[src/rtl/fullcon_seq_mac_if.sv]
// rtl/fullcon_seq_mac_if.sv - vector-in / neuron-result-out handshake bundle for fullcon_seq_mac
interface fullcon_seq_mac_if #(
   parameter int DEPTH_IN     = 12,
   parameter int N_OUT        = 4,
   parameter int WIDTH_DATA   = 16,
   parameter int WIDTH_KERNEL = 8
);
   localparam int WIDTH_ACC = WIDTH_DATA + WIDTH_KERNEL + $clog2(DEPTH_IN) + 1;
   localparam int WIDTH_IDX = (N_OUT > 1) ? $clog2(N_OUT) : 1;

   logic                                   in_valid;
   logic                                   in_ready;
   logic [WIDTH_DATA*DEPTH_IN-1:0]         data_in;
   logic [WIDTH_KERNEL*DEPTH_IN*N_OUT-1:0] kernel_in;
   logic [WIDTH_ACC*N_OUT-1:0]             bias_in;
   logic                                   out_valid;
   logic                                   out_ready;
   logic [WIDTH_ACC-1:0]                   data_o;
   logic [WIDTH_IDX-1:0]                   out_idx;
   logic                                   out_last;

   modport master (
      output in_valid, data_in, kernel_in, bias_in, out_ready,
      input  in_ready, out_valid, data_o, out_idx, out_last
   );

   modport slave (
      input  in_valid, data_in, kernel_in, bias_in, out_ready,
      output in_ready, out_valid, data_o, out_idx, out_last
   );
endinterface

[src/rtl/fullcon_seq_mac.sv]
// rtl/fullcon_seq_mac.sv - sequential fully-connected layer, LANES multiply-accumulates per cycle
module fullcon_seq_mac #(
   parameter int DEPTH_IN     = 12,
   parameter int N_OUT        = 4,
   parameter int LANES        = 4,
   parameter int WIDTH_DATA   = 16,
   parameter int WIDTH_KERNEL = 8,
   parameter int RELU_EN      = 0
) (
   input logic               clk,
   input logic               rst,
   fullcon_seq_mac_if.slave  bus
);
   localparam int WIDTH_ACC   = WIDTH_DATA + WIDTH_KERNEL + $clog2(DEPTH_IN) + 1;
   localparam int WIDTH_PROD  = WIDTH_DATA + WIDTH_KERNEL;
   localparam int WIDTH_IDX   = (N_OUT > 1) ? $clog2(N_OUT) : 1;
   localparam int CHUNKS      = DEPTH_IN / LANES;
   localparam int WIDTH_CHUNK = (CHUNKS > 1) ? $clog2(CHUNKS) : 1;

   typedef enum logic [1:0] {ST_IDLE, ST_MAC, ST_OUT} state_t;

   state_t                                 state_q, state_d;
   logic [WIDTH_DATA*DEPTH_IN-1:0]         data_q, data_d;
   logic [WIDTH_KERNEL*DEPTH_IN*N_OUT-1:0] kernel_q, kernel_d;
   logic [WIDTH_ACC*N_OUT-1:0]             bias_q, bias_d;
   logic signed [WIDTH_ACC-1:0]            acc_q, acc_d;
   logic [WIDTH_CHUNK-1:0]                 chunk_q, chunk_d;
   logic [WIDTH_IDX-1:0]                   n_q, n_d;

   logic signed [WIDTH_ACC-1:0]            mac_sum;
   logic signed [WIDTH_PROD-1:0]           prod;
   int                                     elem;

   // One chunk of LANES products, each sign-extended before it joins the accumulator
   always_comb begin
      mac_sum = acc_q;
      prod    = '0;
      elem    = 0;
      for (int l = 0; l < LANES; l++) begin
         elem    = int'(chunk_q) * LANES + l;
         prod    = $signed(data_q[elem*WIDTH_DATA +: WIDTH_DATA])
                 * $signed(kernel_q[(int'(n_q)*DEPTH_IN + elem)*WIDTH_KERNEL +: WIDTH_KERNEL]);
         mac_sum = mac_sum + {{(WIDTH_ACC-WIDTH_PROD){prod[WIDTH_PROD-1]}}, prod};
      end
   end

   always_comb begin
      state_d  = state_q;
      data_d   = data_q;
      kernel_d = kernel_q;
      bias_d   = bias_q;
      acc_d    = acc_q;
      chunk_d  = chunk_q;
      n_d      = n_q;
      case (state_q)
         ST_IDLE: begin
            if (bus.in_valid) begin
               data_d   = bus.data_in;
               kernel_d = bus.kernel_in;
               bias_d   = bus.bias_in;
               acc_d    = bus.bias_in[WIDTH_ACC-1:0];
               chunk_d  = '0;
               n_d      = '0;
               state_d  = ST_MAC;
            end
         end
         ST_MAC: begin
            acc_d = mac_sum;
            if (chunk_q == WIDTH_CHUNK'(CHUNKS - 1)) begin
               chunk_d = '0;
               state_d = ST_OUT;
            end else begin
               chunk_d = chunk_q + WIDTH_CHUNK'(1);
            end
         end
         ST_OUT: begin
            if (bus.out_ready) begin
               if (n_q == WIDTH_IDX'(N_OUT - 1)) begin
                  state_d = ST_IDLE;
               end else begin
                  n_d     = n_q + WIDTH_IDX'(1);
                  acc_d   = bias_q[int'(n_d)*WIDTH_ACC +: WIDTH_ACC];
                  state_d = ST_MAC;
               end
            end
         end
         default: state_d = ST_IDLE;
      endcase
   end

   always_ff @(posedge clk) begin
      if (rst) begin
         state_q <= ST_IDLE;
         acc_q   <= '0;
         chunk_q <= '0;
         n_q     <= '0;
      end else begin
         state_q <= state_d;
         acc_q   <= acc_d;
         chunk_q <= chunk_d;
         n_q     <= n_d;
      end
   end

   // Operand store only ever loads on an accepted vector, so it needs no reset
   always_ff @(posedge clk) begin
      data_q   <= data_d;
      kernel_q <= kernel_d;
      bias_q   <= bias_d;
   end

   assign bus.in_ready  = (state_q == ST_IDLE);
   assign bus.out_valid = (state_q == ST_OUT);
   assign bus.data_o    = ((RELU_EN != 0) && acc_q[WIDTH_ACC-1]) ? '0 : acc_q;
   assign bus.out_idx   = n_q;
   assign bus.out_last  = (state_q == ST_OUT) && (n_q == WIDTH_IDX'(N_OUT - 1));
endmodule

[src/flat_wrapper.sv]
// flat-port wrapper written by rule: the top's interface ports become plain ports
module fullcon_seq_mac_flat 
#(
   parameter int DEPTH_IN     = 12,
   parameter int N_OUT        = 4,
   parameter int LANES        = 4,
   parameter int WIDTH_DATA   = 16,
   parameter int WIDTH_KERNEL = 8,
   parameter int RELU_EN      = 0
)
  (clk, rst, bus_in_valid, bus_data_in, bus_kernel_in, bus_bias_in, bus_out_ready, bus_in_ready, bus_out_valid, bus_data_o, bus_out_idx, bus_out_last);
  fullcon_seq_mac_if #(.DEPTH_IN(DEPTH_IN), .N_OUT(N_OUT), .WIDTH_DATA(WIDTH_DATA), .WIDTH_KERNEL(WIDTH_KERNEL)) bus_i ();
  input logic clk;
  input logic rst;
  input wire logic [$bits(bus_i.in_valid)-1:0] bus_in_valid;
  input wire logic [$bits(bus_i.data_in)-1:0] bus_data_in;
  input wire logic [$bits(bus_i.kernel_in)-1:0] bus_kernel_in;
  input wire logic [$bits(bus_i.bias_in)-1:0] bus_bias_in;
  input wire logic [$bits(bus_i.out_ready)-1:0] bus_out_ready;
  output wire logic [$bits(bus_i.in_ready)-1:0] bus_in_ready;
  output wire logic [$bits(bus_i.out_valid)-1:0] bus_out_valid;
  output wire logic [$bits(bus_i.data_o)-1:0] bus_data_o;
  output wire logic [$bits(bus_i.out_idx)-1:0] bus_out_idx;
  output wire logic [$bits(bus_i.out_last)-1:0] bus_out_last;
  assign bus_i.in_valid = bus_in_valid;
  assign bus_i.data_in = bus_data_in;
  assign bus_i.kernel_in = bus_kernel_in;
  assign bus_i.bias_in = bus_bias_in;
  assign bus_i.out_ready = bus_out_ready;
  assign bus_in_ready = bus_i.in_ready;
  assign bus_out_valid = bus_i.out_valid;
  assign bus_data_o = bus_i.data_o;
  assign bus_out_idx = bus_i.out_idx;
  assign bus_out_last = bus_i.out_last;
  fullcon_seq_mac #(.DEPTH_IN(DEPTH_IN), .N_OUT(N_OUT), .LANES(LANES), .WIDTH_DATA(WIDTH_DATA), .WIDTH_KERNEL(WIDTH_KERNEL), .RELU_EN(RELU_EN)) u_core (.clk(clk), .rst(rst), .bus(bus_i));
endmodule
[config.mk]
export PLATFORM = sky130hd
export DESIGN_NAME = fullcon_seq_mac_flat
export DESIGN_NICKNAME = d
export VERILOG_FILES = /design/src/rtl/fullcon_seq_mac_if.sv /design/src/rtl/fullcon_seq_mac.sv /design/src/flat_wrapper.sv
export SDC_FILE = /design/constraint.sdc
export NUM_CORES = 2
export LEC_CHECK = 0
export ABC_AREA = 1
export CAP_MARGIN = 0
export CORE_MARGIN = 2
export CORE_UTILIZATION = 30
export CTS_CLUSTER_DIAMETER = 120
export DETAILED_ROUTE_END_ITERATION = 8
export PLACE_DENSITY = 0.46
export SLEW_MARGIN = 15
export SYNTH_ARGS = -nofsm -noshare
export SYNTH_HDL_FRONTEND = slang
export SYNTH_SLANG_ARGS = --single-unit
[constraint.sdc]
create_clock -name clk -period 23.2 [get_ports clk]
set_input_delay 4.64 -clock clk [delete_from_list [all_inputs] [get_ports clk]]
set_output_delay 4.64 -clock clk [all_outputs]
set_load 0.1 [all_outputs]
==> results_dict.tcl <==
set metrics [dict create \
    synth.distinct_cells 54 \
    multi_input_area_mm2 0.02497 \
    io_pins 730 \
    ys_seq_area_share_pct 42.39 \
    start_kind "flip-flop" \
    ys_warn_count 0 \
    synth.cell_area_mm2 0.05068 \
    clk_path_buf_depth 3 \
    cp_max_fo 65 \
    cts.sinks 727 \
    slew_headroom_pct 25.66 \
    slowest_delay_ns 1.05 \
    fin_nets 7222 \
    port_buffers 729 \
    hold_viol 0 \
    grt_max_degree 106 \
    drtAntennaViolNets 0 \
    end_kind "flip-flop" \
    min_from "u_core.bus.data_o[26]" \
    maxCapViolations 0 \
    slowest_stage "fa_4" \
    cts_resized 0 \
    min_period_ns 13.88 \
    ys_async_sr_fraction_pct 0 \
    rsz0062_at_grt "no" \
    cts_inserted_buffers 85 \
    synthCells 5142 \
    drive_above_1_share_pct 3.431 \
    synthFlopType "edfxtp_1" \
    place.gp.congestion 0.8705 \
    gr-total-overflow 0 \
    grtUsageTotal_pct 20.69 \
    path_common_cell "inv_1" \
    antenna_found_initial 47 \
    critical_path_required_ns 23.79 \
    core_mm2 0.1674 \
    die_x_um 415.0 \
    cts_tree "yes" \
    die_y_um 415.0 \
    layout_worst_path_cycle_share_pct 59.84 \
    arrival_ns 14.47 \
    fillers 16950 \
    initial_utilization_pct 30.27 \
    outcome "completed" \
    hp-class "flip-flop to flip-flop" \
    die_area_mm2 0.1722 \
    drtIter0Drc 2465 \
    seq_area_mm2 0.02149 \
    clk_pin_slew_ns 0.06 \
    cts_htree_levels 3 \
    drc 0 \
    clock-root-buffer "clkbuf_16" \
    grt_pass1_wl_mm 264.3 \
    routed_wl_mm 179.9 \
    dr.pass1.iters 6 \
    finalSetupViolCount 0 \
    area_delta_synth_final_pct 24.39 \
    synth_seq_cells 727 \
    cts_hold_buf 0 \
    drv_slew 0 \
    synth-edff-count 692 \
    wl_per_cell_um 22.20 \
    vias 37950 \
    max_freq_ghz 0.07203 \
    cp-startpoint "u_core.bus.out_idx[0]" \
    grt_pass1_vias 39740 \
    worst_pin_slew_ns 1.112 \
    tns_ns 0 \
    vias_per_cell 4.682 \
    dpl.hpwl_mm 143.5 \
    num_rows 150 \
    clock_skew_ns 0.05229 \
    post_cts_buffers 0 \
    worst-setup-path-type "flip-flop to flip-flop" \
    r2r_start "u_core.bus.out_idx[0]" \
    syn_area_per_cell_um2 9.856 \
    insertion_delay_ns 0.75 \
    syn_nets 6546 \
]
logic make-up (layout without fill, tap and decap cells):
| logic type | Yosys count | in the layout | share of synthesized area (%) |
|---|---|---|---|
| compound gates | 753 | 753 | 8.772 |
| xor+xnor | 102 | 102 | 1.792 |
| fa+ha+maj | 708 | 708 | 24.78 |
| buf+inv | 1093 | 1838 | 8.446 |
| flops | 727 | 727 | 42.39 |
| mux | 3 | 3 | 0.05926 |
| other cells | 0 | 14 | 0 |
| simple gates | 1756 | 1756 | 13.76 |
routing by layer:
| metal | track usage [%] | vias to the layer above | wire length (um) |
|---|---|---|---|
| met1 | 25.81 | 18880 | 75680 |
| met5 | 0 | - | 363 |
| met4 | 4.522 | 54 | 3346 |
| met2 | 36.92 | 890 | 91770 |
| li1 | - | 17920 | - |
| met3 | 3.915 | 199 | 8792 |
state kept, by name (all words and copies together), names as in the netlist:
| register | flops |
|---|---|
| u_core.bias_q | 116 |
| u_core.bus.data_o | 29 |
| u_core.bus.out_idx | 2 |
| u_core.chunk_q | 2 |
| u_core.data_q | 192 |
| u_core.kernel_q | 384 |
| u_core.state_q | 2 |
critical path: cells and delay by family, from the launching register on:
family	cells	cell delay [ns]
AO/OA/AOI/OAI	5	0.83
adder cells (fa/ha/maj)	11	6.42
AND/OR/NAND/NOR	14	2.87
flip-flops	1	0.31
buffers and inverters	14	2.80
XOR/XNOR	1	0.26
layout make-up:
class                      instances  area share [%]
multi-input combinational       3322           39.61
sequential                       727           34.08
timing repair buffer             767           12.03
inverter                         915           5.470
tap                             2204           4.375
clock buffer                     108           3.545
clock inverter                    48          0.8297
antenna                           14         0.05558
synthesized netlist by cell type (15+ instances only):
cell type | n | share of area, %
a21oi_1 | 304 | 3.0
a221o_1 | 16 | 0.32
a22oi_1 | 35 | 0.52
buf_2 | 96 | 0.95
clkbuf_1 | 56 | 0.41
dfxtp_1 | 35 | 1.4
edfxtp_1 | 692 | 41
fa_1 | 493 | 19
ha_1 | 215 | 5.3
inv_1 | 906 | 6.7
nand2_1 | 952 | 7.1
nand3_1 | 103 | 1.0
nand3_2 | 16 | 0.32
nand4_1 | 27 | 0.33
nor2_1 | 618 | 4.6
nor3_1 | 15 | 0.15
o211ai_1 | 15 | 0.22
o21a_1 | 65 | 0.96
o21ai_0 | 198 | 2.0
o22ai_1 | 38 | 0.47
o311ai_1 | 27 | 0.47
xnor2_1 | 52 | 0.90
xor2_1 | 48 | 0.83
per-stage QoR:
| stage | util [%] | instance area [um^2] | hold slack (ns) | std cells | setup slack, ns |
|---|---|---|---|---|---|
| floorplan | - | 50680 | 0.4694 | 5142 | 4.154 |
| global placement | 35.99 | 60240 | 0.4745 | 7935 | 9.381 |
| detailed placement | 35.99 | 60240 | 0.4895 | 7935 | 9.307 |
| CTS | 37.63 | 63000 | 0.5024 | 8091 | 9.304 |
| global route | 37.64 | 63020 | 0.5221 | 8098 | 8.413 |
| finish | 37.65 | 63040 | 0.5005 | 8105 | 9.317 |
placed cells by master (no fill, tap or decap), drive strengths merged, types with 15 or more instances in the layout:
cell type      synthesis  final
clkdlybuf4s50          0    729
o311ai                30     30
o211ai                15     15
clkinv                 2     37
o22ai                 38     38
o21ai                202    202
a22oi                 35     35
fa                   493    493
a21oi                304    304
nor3                  15     15
nand4                 27     27
nand2                952    952
ha                   215    215
xnor2                 53     53
dfxtp                 35     35
inv                  913    914
edfxtp               692    692
nor2                 618    618
nand3                119    119
o21a                  65     65
xor2                  49     49
a221o                 16     16
clkbuf                57    108
buf                  121     38
path summary, 6_finish.rpt:
kind | endpoint | slack (ns) | cells past startpoint
max | u_core.bus.data_o[23] | 9.32 | 45
min | u_core.bus.data_o[26] | 0.50 | 2
max reg2reg | u_core.bus.data_o[23] | 9.32 | 45
min reg2reg | u_core.bus.data_o[26] | 0.50 | 2
Power is left out: the tool's default activity adds up to more than one toggle a clock period on the data nets, which glitch-free logic cannot reach.
